<file path="config.mk">
export PLATFORM = sky130hd
export DESIGN_NAME = maple_tx_sequencer
export DESIGN_NICKNAME = d
export VERILOG_FILES = /design/src/rtl/maple_pkg.sv /design/src/rtl/maple_pin_mux.sv /design/src/rtl/maple_tx_sequencer.sv
export SDC_FILE = /design/constraint.sdc
export NUM_CORES = 1
export LEC_CHECK = 0
export ABC_CLOCK_PERIOD_IN_PS = 3490
export CAP_MARGIN = 15
export CORE_ASPECT_RATIO = 0.7
export CORE_MARGIN = 2
export CORE_UTILIZATION = 55
export DETAILED_ROUTE_END_ITERATION = 10
export PLACE_DENSITY_LB_ADDON = 0.12
export SLEW_MARGIN = 0
export SYNTH_ARGS = -nofsm -noshare
export SYNTH_HDL_FRONTEND = slang
export SYNTH_SLANG_ARGS = --single-unit
export TNS_END_PERCENT = 10
</file>
<file path="constraint.sdc">
create_clock -name clk -period 3.49 [get_ports clk]
set_clock_uncertainty 0.15 [all_clocks]
set_input_delay 0.8725 -clock clk [delete_from_list [all_inputs] [get_ports clk]]
set_output_delay 0.8725 -clock clk [all_outputs]
set_load 0.02 [all_outputs]
</file>
<file path="src/rtl/maple_pkg.sv">
// Shared types and sizing for the Maple bus transmit path.
package maple_pkg;

  localparam int unsigned BYTE_W           = 8;
  localparam int unsigned BIT_W            = 3;
  localparam int unsigned STEP_W           = 8;
  localparam int unsigned DEF_START_PULSES = 4;
  localparam int unsigned DEF_END_PULSES   = 2;

  typedef enum logic [2:0] {
    ST_IDLE  = 3'd0,
    ST_START = 3'd1,
    ST_DATA  = 3'd2,
    ST_LOAD  = 3'd3,
    ST_END   = 3'd4
  } state_e;

  typedef struct packed {
    logic p1;
    logic p5;
    logic oe;
  } pins_t;

  // Sequencer's own drive while not framing: both lines high, driver released.
  localparam pins_t PINS_IDLE = '{p1: 1'b1, p5: 1'b1, oe: 1'b0};

endpackage

</file>
<file path="src/rtl/maple_pin_mux.sv">
// Pin ownership select between manual register control and the frame sequencer.
module maple_pin_mux
  import maple_pkg::*;
(
  input  logic  busy_i,
  input  pins_t man_i,
  input  pins_t seq_i,
  output pins_t pins_c
);

  // Sequencer owns the pins for the whole frame; otherwise manual levels pass through.
  always_comb begin
    pins_c = man_i;
    if (busy_i) begin
      pins_c = seq_i;
    end
  end

endmodule

</file>
<file path="src/rtl/maple_tx_sequencer.sv">
// Maple bus frame transmitter: start pattern, MSB-first data bits, end pattern,
// one pin step per divider tick, with manual pin passthrough while idle.
module maple_tx_sequencer
  import maple_pkg::*;
#(
  parameter int unsigned START_PULSES = DEF_START_PULSES,
  parameter int unsigned END_PULSES   = DEF_END_PULSES
) (
  input  logic              clk,
  input  logic              rst,
  input  logic              tick,
  input  logic [BYTE_W-1:0] in_data,
  input  logic              in_last,
  input  logic              in_valid,
  output logic              in_ready,
  input  logic              man_p1,
  input  logic              man_p5,
  input  logic              man_oe,
  output logic              out_p1,
  output logic              out_p5,
  output logic              oe,
  output logic              busy,
  output logic              underrun,
  input  logic              clr_underrun
);

  // Step indices that end each pattern phase.
  localparam logic [STEP_W-1:0] START_FIN = STEP_W'(2 * START_PULSES + 2);
  localparam logic [STEP_W-1:0] END_P5    = STEP_W'(2 * END_PULSES + 1);
  localparam logic [STEP_W-1:0] END_FIN   = STEP_W'(2 * END_PULSES + 2);
  localparam logic [STEP_W-1:0] STEP_A    = STEP_W'(0);
  localparam logic [STEP_W-1:0] STEP_B    = STEP_W'(1);
  localparam logic [BIT_W-1:0]  BIT_FIN   = BIT_W'(7);

  state_e            state_q, state_d;
  logic [STEP_W-1:0] step_q, step_d;
  logic [BIT_W-1:0]  bit_q, bit_d;
  logic [BYTE_W-1:0] shift_q, shift_d;
  logic              last_q, last_d;
  pins_t             seq_q, seq_d;
  logic              underrun_q, underrun_d;

  pins_t man_pins;
  pins_t mux_pins;

  // Frame state, counters, shifter and sequencer pin levels.
  always_ff @(posedge clk) begin
    if (rst) begin
      state_q    <= ST_IDLE;
      step_q     <= '0;
      bit_q      <= '0;
      shift_q    <= '0;
      last_q     <= 1'b0;
      seq_q      <= PINS_IDLE;
      underrun_q <= 1'b0;
    end else begin
      state_q    <= state_d;
      step_q     <= step_d;
      bit_q      <= bit_d;
      shift_q    <= shift_d;
      last_q     <= last_d;
      seq_q      <= seq_d;
      underrun_q <= underrun_d;
    end
  end

  // Next-state and pin-step decode; pattern steps advance only on tick.
  always_comb begin
    state_d    = state_q;
    step_d     = step_q;
    bit_d      = bit_q;
    shift_d    = shift_q;
    last_d     = last_q;
    seq_d      = seq_q;
    // A set in the same clk overrides the clear below.
    underrun_d = underrun_q & ~clr_underrun;

    case (state_q)
      ST_IDLE: begin
        if (in_valid) begin
          shift_d = in_data;
          last_d  = in_last;
          step_d  = '0;
          state_d = ST_START;
        end
      end

      ST_START: begin
        if (tick) begin
          step_d = step_q + STEP_W'(1);
          if (step_q == STEP_A) begin
            seq_d = '{p1: 1'b1, p5: 1'b1, oe: 1'b1};
          end else if (step_q == STEP_B) begin
            seq_d.p1 = 1'b0;
          end else if (step_q == START_FIN) begin
            seq_d.p1 = 1'b1;
            step_d   = '0;
            bit_d    = '0;
            state_d  = ST_DATA;
          end else begin
            // Step 2 drives p5 low, then it alternates.
            seq_d.p5 = step_q[0];
          end
        end
      end

      ST_DATA: begin
        if (tick) begin
          step_d = step_q + STEP_W'(1);
          // Even-numbered bits clock on p1 with data on p5; odd ones swap lines.
          if (step_q == STEP_A) begin
            if (bit_q[0]) begin
              seq_d.p1 = shift_q[BYTE_W-1];
              seq_d.p5 = 1'b1;
            end else begin
              seq_d.p5 = shift_q[BYTE_W-1];
              seq_d.p1 = 1'b1;
            end
          end else if (step_q == STEP_B) begin
            if (bit_q[0]) begin
              seq_d.p5 = 1'b0;
            end else begin
              seq_d.p1 = 1'b0;
            end
          end else begin
            if (bit_q[0]) begin
              seq_d.p5 = 1'b1;
            end else begin
              seq_d.p1 = 1'b1;
            end
            step_d  = '0;
            shift_d = {shift_q[BYTE_W-2:0], 1'b0};
            bit_d   = bit_q + BIT_W'(1);
            if (bit_q == BIT_FIN) begin
              state_d = last_q ? ST_END : ST_LOAD;
            end
          end
        end
      end

      ST_LOAD: begin
        step_d = '0;
        bit_d  = '0;
        if (in_valid) begin
          shift_d = in_data;
          last_d  = in_last;
          state_d = ST_DATA;
        end else begin
          // Stream ran dry mid-frame: close the frame with the end pattern.
          underrun_d = 1'b1;
          state_d    = ST_END;
        end
      end

      ST_END: begin
        if (tick) begin
          step_d = step_q + STEP_W'(1);
          if (step_q == STEP_A) begin
            seq_d.p5 = 1'b0;
            seq_d.p1 = 1'b1;
          end else if (step_q == END_P5) begin
            seq_d.p5 = 1'b1;
          end else if (step_q == END_FIN) begin
            seq_d.oe = 1'b0;
            step_d   = '0;
            state_d  = ST_IDLE;
          end else begin
            // Step 1 drives p1 low, then it alternates.
            seq_d.p1 = ~step_q[0];
          end
        end
      end

      default: begin
        state_d = ST_IDLE;
      end
    endcase
  end

  assign busy     = (state_q != ST_IDLE);
  assign in_ready = (state_q == ST_IDLE) || (state_q == ST_LOAD);
  assign underrun = underrun_q;

  assign man_pins = '{p1: man_p1, p5: man_p5, oe: man_oe};

  maple_pin_mux u_pin_mux (
    .busy_i (busy),
    .man_i  (man_pins),
    .seq_i  (seq_q),
    .pins_c (mux_pins)
  );

  assign out_p1 = mux_pins.p1;
  assign out_p5 = mux_pins.p5;
  assign oe     = mux_pins.oe;

endmodule

</file>
# --- Word-level counts from Yosys, hierarchy flattened ---
# Index checks and enable logic that the tools add are counted.
word_totals:
  register_bits: 27
  input_bits: 17
  output_inout_bits: 6
  word_cells: 134
classes:
  addsub: 2
  eq_ne: 32
  muxes: 70
  bitwise_logic: 3
  reduce_logical: 18
ops:
  columns: ["cell", "n"]
  rows:
  - ["8-bit 2-to-1 mux", 16]
  - ["3-bit 2-to-1 mux", 25]
  - ["8-bit one-hot mux with 5 select lines", 1]
  - ["2-bit != test (second input constant)", 14]
  - ["8-bit AND reduction", 3]
  - ["3-bit != test (second input constant)", 7]
  - ["1-bit 2-to-1 mux", 17]
  - ["8-bit by 3-bit == test with 1-bit output (second input constant)", 2]
  - ["8-bit one-hot mux with 2 select lines", 1]
  - ["3-bit one-hot mux with 5 select lines", 1]
  - ["13-bit AND reduction", 1]
  - ["2-bit 2-to-1 mux", 6]
  - ["5-bit AND reduction", 2]
  - ["3-bit one-hot mux with 3 select lines", 1]
  - ["3-bit nonzero test", 3]
  - ["8-bit by 1-bit adder with 8-bit output (second input constant)", 1]
  - ["8-bit by 1-bit == test with 1-bit output (second input constant)", 1]
  - ["8-bit by 4-bit == test with 1-bit output (second input constant)", 1]
  - ["8-bit zero test", 1]
  - ["7-bit AND reduction", 1]
  - ["3-bit by 2-bit == test with 1-bit output (second input constant)", 2]
  - ["3-bit == test (second input constant)", 2]
  - ["2-bit one-hot mux with 3 select lines", 1]
  - ["5-bit nonzero test", 1]
  - ["other kinds (12)", 14]

# --- Logic depth before layout (Yosys ltp) ---
depth:
  depth_word: 6
  mapped_depth: 8
  mapped_depth_nobuf: 7

# --- Cells and area by module ---
# From an unflattened synthesis, not the netlist that was laid out.
unflattened:
  cells_unflattened: 221
  area_unflattened_um2: 1891.8
by_module_without_submodules:
  columns: ["module", "n_inst", "cells_per_inst", "area_per_inst_um2", "seq_area_each_um2"]
  rows:
  - ["maple_tx_sequencer", 1, 218, 1858.0, 540.5]
  - ["maple_pin_mux", 1, 3, 33.8, 0.0]

# --- Worst setup path before layout ---
# OpenSTA, ideal clock, no wires.
synth_timing:
  path_kind: "input-to-reg"
  from: "in in_valid"
  to: "reg step_q[7]"
  setup_time_ps: 74
  t_arrival_ps: 2345
  required_time_ps: 3266
  path_slack_ps: 921
  path_stages: 5
  path_buffers: 0
  cell_sequence: "or3b_2 > a31oi_1 > nor2_1 > or4b_1 > a31oi_1"
synth_between:
  elab_chain_len: 2
synth_lines:
  columns: ["element", "line_no", "source"]
  rows:
  - ["from (decl)", "maple_tx_sequencer.sv:14", "input logic in_valid,"]
  - ["2-bit != test (no line)", null, null]
  - ["5-bit AND reduction (no line)", null, null]
  - ["to (signal assigned)", "maple_tx_sequencer.sv:58", "step_q <= step_d;"]
  - ["to (decl)", "maple_tx_sequencer.sv:36", "logic [STEP_W-1:0] step_q, step_d;"]
# No other way between the ends.
# A chain may end at the register's enable or synchronous reset.

# --- Final worst setup path ---
layout_timing:
  from: "in man_p5"
  to: "out out_p5"
layout_between:
  elab_chain_len: 1
layout_lines:
  columns: ["element", "line_no", "source"]
  rows:
  - ["from (decl)", "maple_tx_sequencer.sv:17", "input logic man_p5,"]
  - ["3-bit 2-to-1 mux", "maple_pin_mux.sv:14", "if (busy_i) begin"]
  - ["to (decl)", "maple_tx_sequencer.sv:20", "output logic out_p5,"]
# No other way between the ends.

==> flow_metrics.py <==
metrics = {
    "logic_synthesis": {
        "number_of_enable_flip_flop_cells_after_synthesis": 0,
        "ys_ff_latch": 27,
        "yosysMostFrequentCell": "sky130_fd_sc_hd__nor2_1",
        "yosys.area.top_type": "sky130_fd_sc_hd__dfxtp_1",
        "synthDistinctLibCells": 58,
        "synth_top_area_frac": 0.2872,
        "synthesis.instances": 241,
        "ys_warn_count": 0,
        "synthesis.area_per_instance_um2": 7.808,
        "mappedNetlistArea_mm2": 0.001882,
        "synth_sequential_area_ratio": 0.2872,
        "synthFlopType": "sky130_fd_sc_hd__dfxtp_1",
        "top_cells_by_instance_count_after_synthesis": "sky130_fd_sc_hd__nor2_1 (36), sky130_fd_sc_hd__dfxtp_1 (27), sky130_fd_sc_hd__nand2_1 (22), sky130_fd_sc_hd__a21oi_1 (17), sky130_fd_sc_hd__nand3_1 (13)",
        "post_synthesis_net_count": 264,
        "yosys-top-cells-area": "sky130_fd_sc_hd__dfxtp_1 (29%), sky130_fd_sc_hd__nor2_1 (7.2%), sky130_fd_sc_hd__a21oi_1 (4.5%)",
        "synthArstFlopShare": 0,
    },
    "sta": {
        "setup_slack_ns": 0.3952,
        "finalHoldViolations": 0,
        "timing.slew.headroom": 0.5068,
        "final.period_utilization": 0.8868,
        "tns_ns": 0,
        "timing.final.setup_violations": 0,
        "maximum_frequency_from_static_timing_analysis_mhz": 323.1,
        "slew_violations": 0,
        "worst-slew-pin-transition_ns": 0.7331,
        "post-route-min-period_ns": 3.095,
        "grt_setup_unrepaired": "no",
    },
    "grt": {
        "grt_pass1_wl_mm": 7.914,
        "grt_max_degree": 19,
        "globalRouteOverflowTotal": 0,
        "number_of_antenna_violations_at_the_first_check_in_global_routing": 0,
        "gr-usage-all-layers": 0.2618,
        "via_count_of_the_first_global_routing_pass": 1685,
    },
    "flow_run": {
        "cap_violations": 0,
    },
    "cells_and_area": {
        "antenna-diode-count": 0,
        "regArea_um2": 540.5,
        "fillers": 276,
        "drive_gt1_frac": 0.1004,
        "num-nets-final": 283,
        "multiInputGateArea_mm2": 0.001194,
        "synthesis_to_finish_area_growth_pct": 14.96,
        "postLayoutCellArea_mm2": 0.002163,
    },
    "clocking": {
        "cts_repair_resize_count": 0,
        "clock_path_buffers": 2,
        "h-tree-depth": 1,
        "postCtsHoldBufs": 0,
        "postCtsSetupBuffers": 0,
        "cts.reportedPaths.clkPinSlew_ns": 0.09,
        "clock_tree.root_cell": "sky130_fd_sc_hd__clkbuf_8",
        "tritoncts_num_sinks": 27,
        "cts_tree": "built",
        "clk-insertion-delay-late_ns": 0.27,
        "numCtsBuffers": 3,
    },
    "worst_setup_path": {
        "ff2ff_setup_slack_ns": 0.74,
        "worstSetupStartpointType": "input pin",
        "timing.critical_path.required_ns": 2.47,
        "timing.setup.critical_path_class": "input pin to output port",
        "cp_data_arrival_time_ns": 2.07,
        "critPathMaxFanout": 1,
        "setup.worst_path.end_class": "output port",
    },
    "route": {
        "routed_wire_per_std_cell_um": 14.45,
        "first_iter_violations": 157,
        "antenna_left": 0,
        "vias_per_std_cell": 5.961,
        "routed_wl_mm": 4.423,
        "first_pass_iters": 4,
        "dr_total_vias": 1824,
        "remaining_drc_errors": 0,
    },
    "placed_design": {
        "global_placer_s_final_weighted_congestion": 0.8558,
        "placement.setup.worst_slack_ns": 0.2594,
        "dp_hpwl_mm": 3.282,
        "io_buffer_count": 22,
        "dpl-instance-area_mm2": 0.002118,
    },
    "die": {
        "core_area_mm2": 0.003212,
        "floorplan.initialDensity": 0.5859,
        "floorplan.die_area_mm2": 0.003913,
        "chipHeight_um": 52.94,
        "pin_count": 23,
        "die_x_um": 73.91,
        "floorplan.rows": 17,
    },
    "run_status": {
        "result_of_the_run": "finished clean",
    },
    "power_and_ir_drop": {
        "ir_worst_vdd_v": 0.0003473,
        "p_leak_nw": 0.7860,
        "power_per_cell_area_mw_per_mm2": 619.2,
    },
    "min_path": {
        "hold_path_class": "register to register",
    },
}
## flip-flops by register name, summed over array words and instances (netlist names)
register	flops
bit_q	3
state_q	3
step_q	8
shift_q	8
underrun	1
seq_q	3
last_q	1
## cell usage in the layout, fill, tap and decap left out, types with 5 or more instances in the layout
cell type,instances
sky130_fd_sc_hd__nor3_1,5
sky130_fd_sc_hd__clkdlybuf4s50_1,22
sky130_fd_sc_hd__mux2_2,5
sky130_fd_sc_hd__inv_1,10
sky130_fd_sc_hd__ha_1,6
sky130_fd_sc_hd__nor2_1,36
sky130_fd_sc_hd__dfxtp_1,27
sky130_fd_sc_hd__o21ai_0,8
sky130_fd_sc_hd__o221ai_1,8
sky130_fd_sc_hd__a21oi_1,17
sky130_fd_sc_hd__nand2_1,22
sky130_fd_sc_hd__mux2i_1,5
sky130_fd_sc_hd__nand3_1,13
sky130_fd_sc_hd__buf_4,9
## cells by family after synthesis
| kind of cell | after synthesis | share of synthesized area |
|---|---|---|
| mux | 10 | 0.05651 |
| buf+inv | 27 | 0.08111 |
| flops | 27 | 0.2872 |
| simple gates | 104 | 0.2773 |
| compound gates | 63 | 0.2394 |
| fa+ha+maj | 6 | 0.03989 |
| xor+xnor | 4 | 0.01862 |
## area by class of cell
type	count	share of cell area
Multi-Input combinational cell	187	0.5518
Sequential cell	27	0.2499
Timing Repair Buffer	31	0.1330
Tap cell	47	0.02718
Clock buffer	4	0.02082
Inverter	10	0.01735
## worst paths after layout
kind             start       end  cells past startpoint
min reg2reg   bit_q[1]  bit_q[1]                      2
min           bit_q[1]  bit_q[1]                      2
max             man_p5    out_p5                      3
max reg2reg  step_q[4]  bit_q[0]                      5
## power breakdown
| group | switching, mW | internal (mW) |
|---|---|---|
| clock network | 0.0962 | 0.0819 |
| logic | 0.418 | 0.309 |
| registers | 0.0616 | 0.373 |
| total | 0.576 | 0.764 |
## critical path, cell delays in order
cell,delay [ns]
sky130_fd_sc_hd__clkdlybuf4s50_1,0.41
sky130_fd_sc_hd__mux2_2,0.26
sky130_fd_sc_hd__clkdlybuf4s50_1,0.53
## routing by layer
layer / global-route usage / vias to the layer above / wire length, um
li1: - / 926 / -
met1: 0.3908 / 835 / 2256
met2: 0.3824 / 60 / 1830
met3: 0.05143 / 3 / 322
met4: 0.06061 / 0 / 14
met5: 0 / - / 0
## metrics by stage
step | instances | util | hold WS, ns | power, mW
CTS | 306 | 0.6735 | 0.3123 | 1.341
detailed placement | 302 | 0.6595 | 0.2992 | 1.159
global route | 306 | 0.6735 | 0.3566 | 1.460
finish | 306 | 0.6735 | 0.3104 | 1.340
global placement | 302 | 0.6595 | 0.2953 | 1.147
floorplan | 241 | - | 0.2856 | 0.9491
No activity file was read; power rests on OpenSTA's default activity.
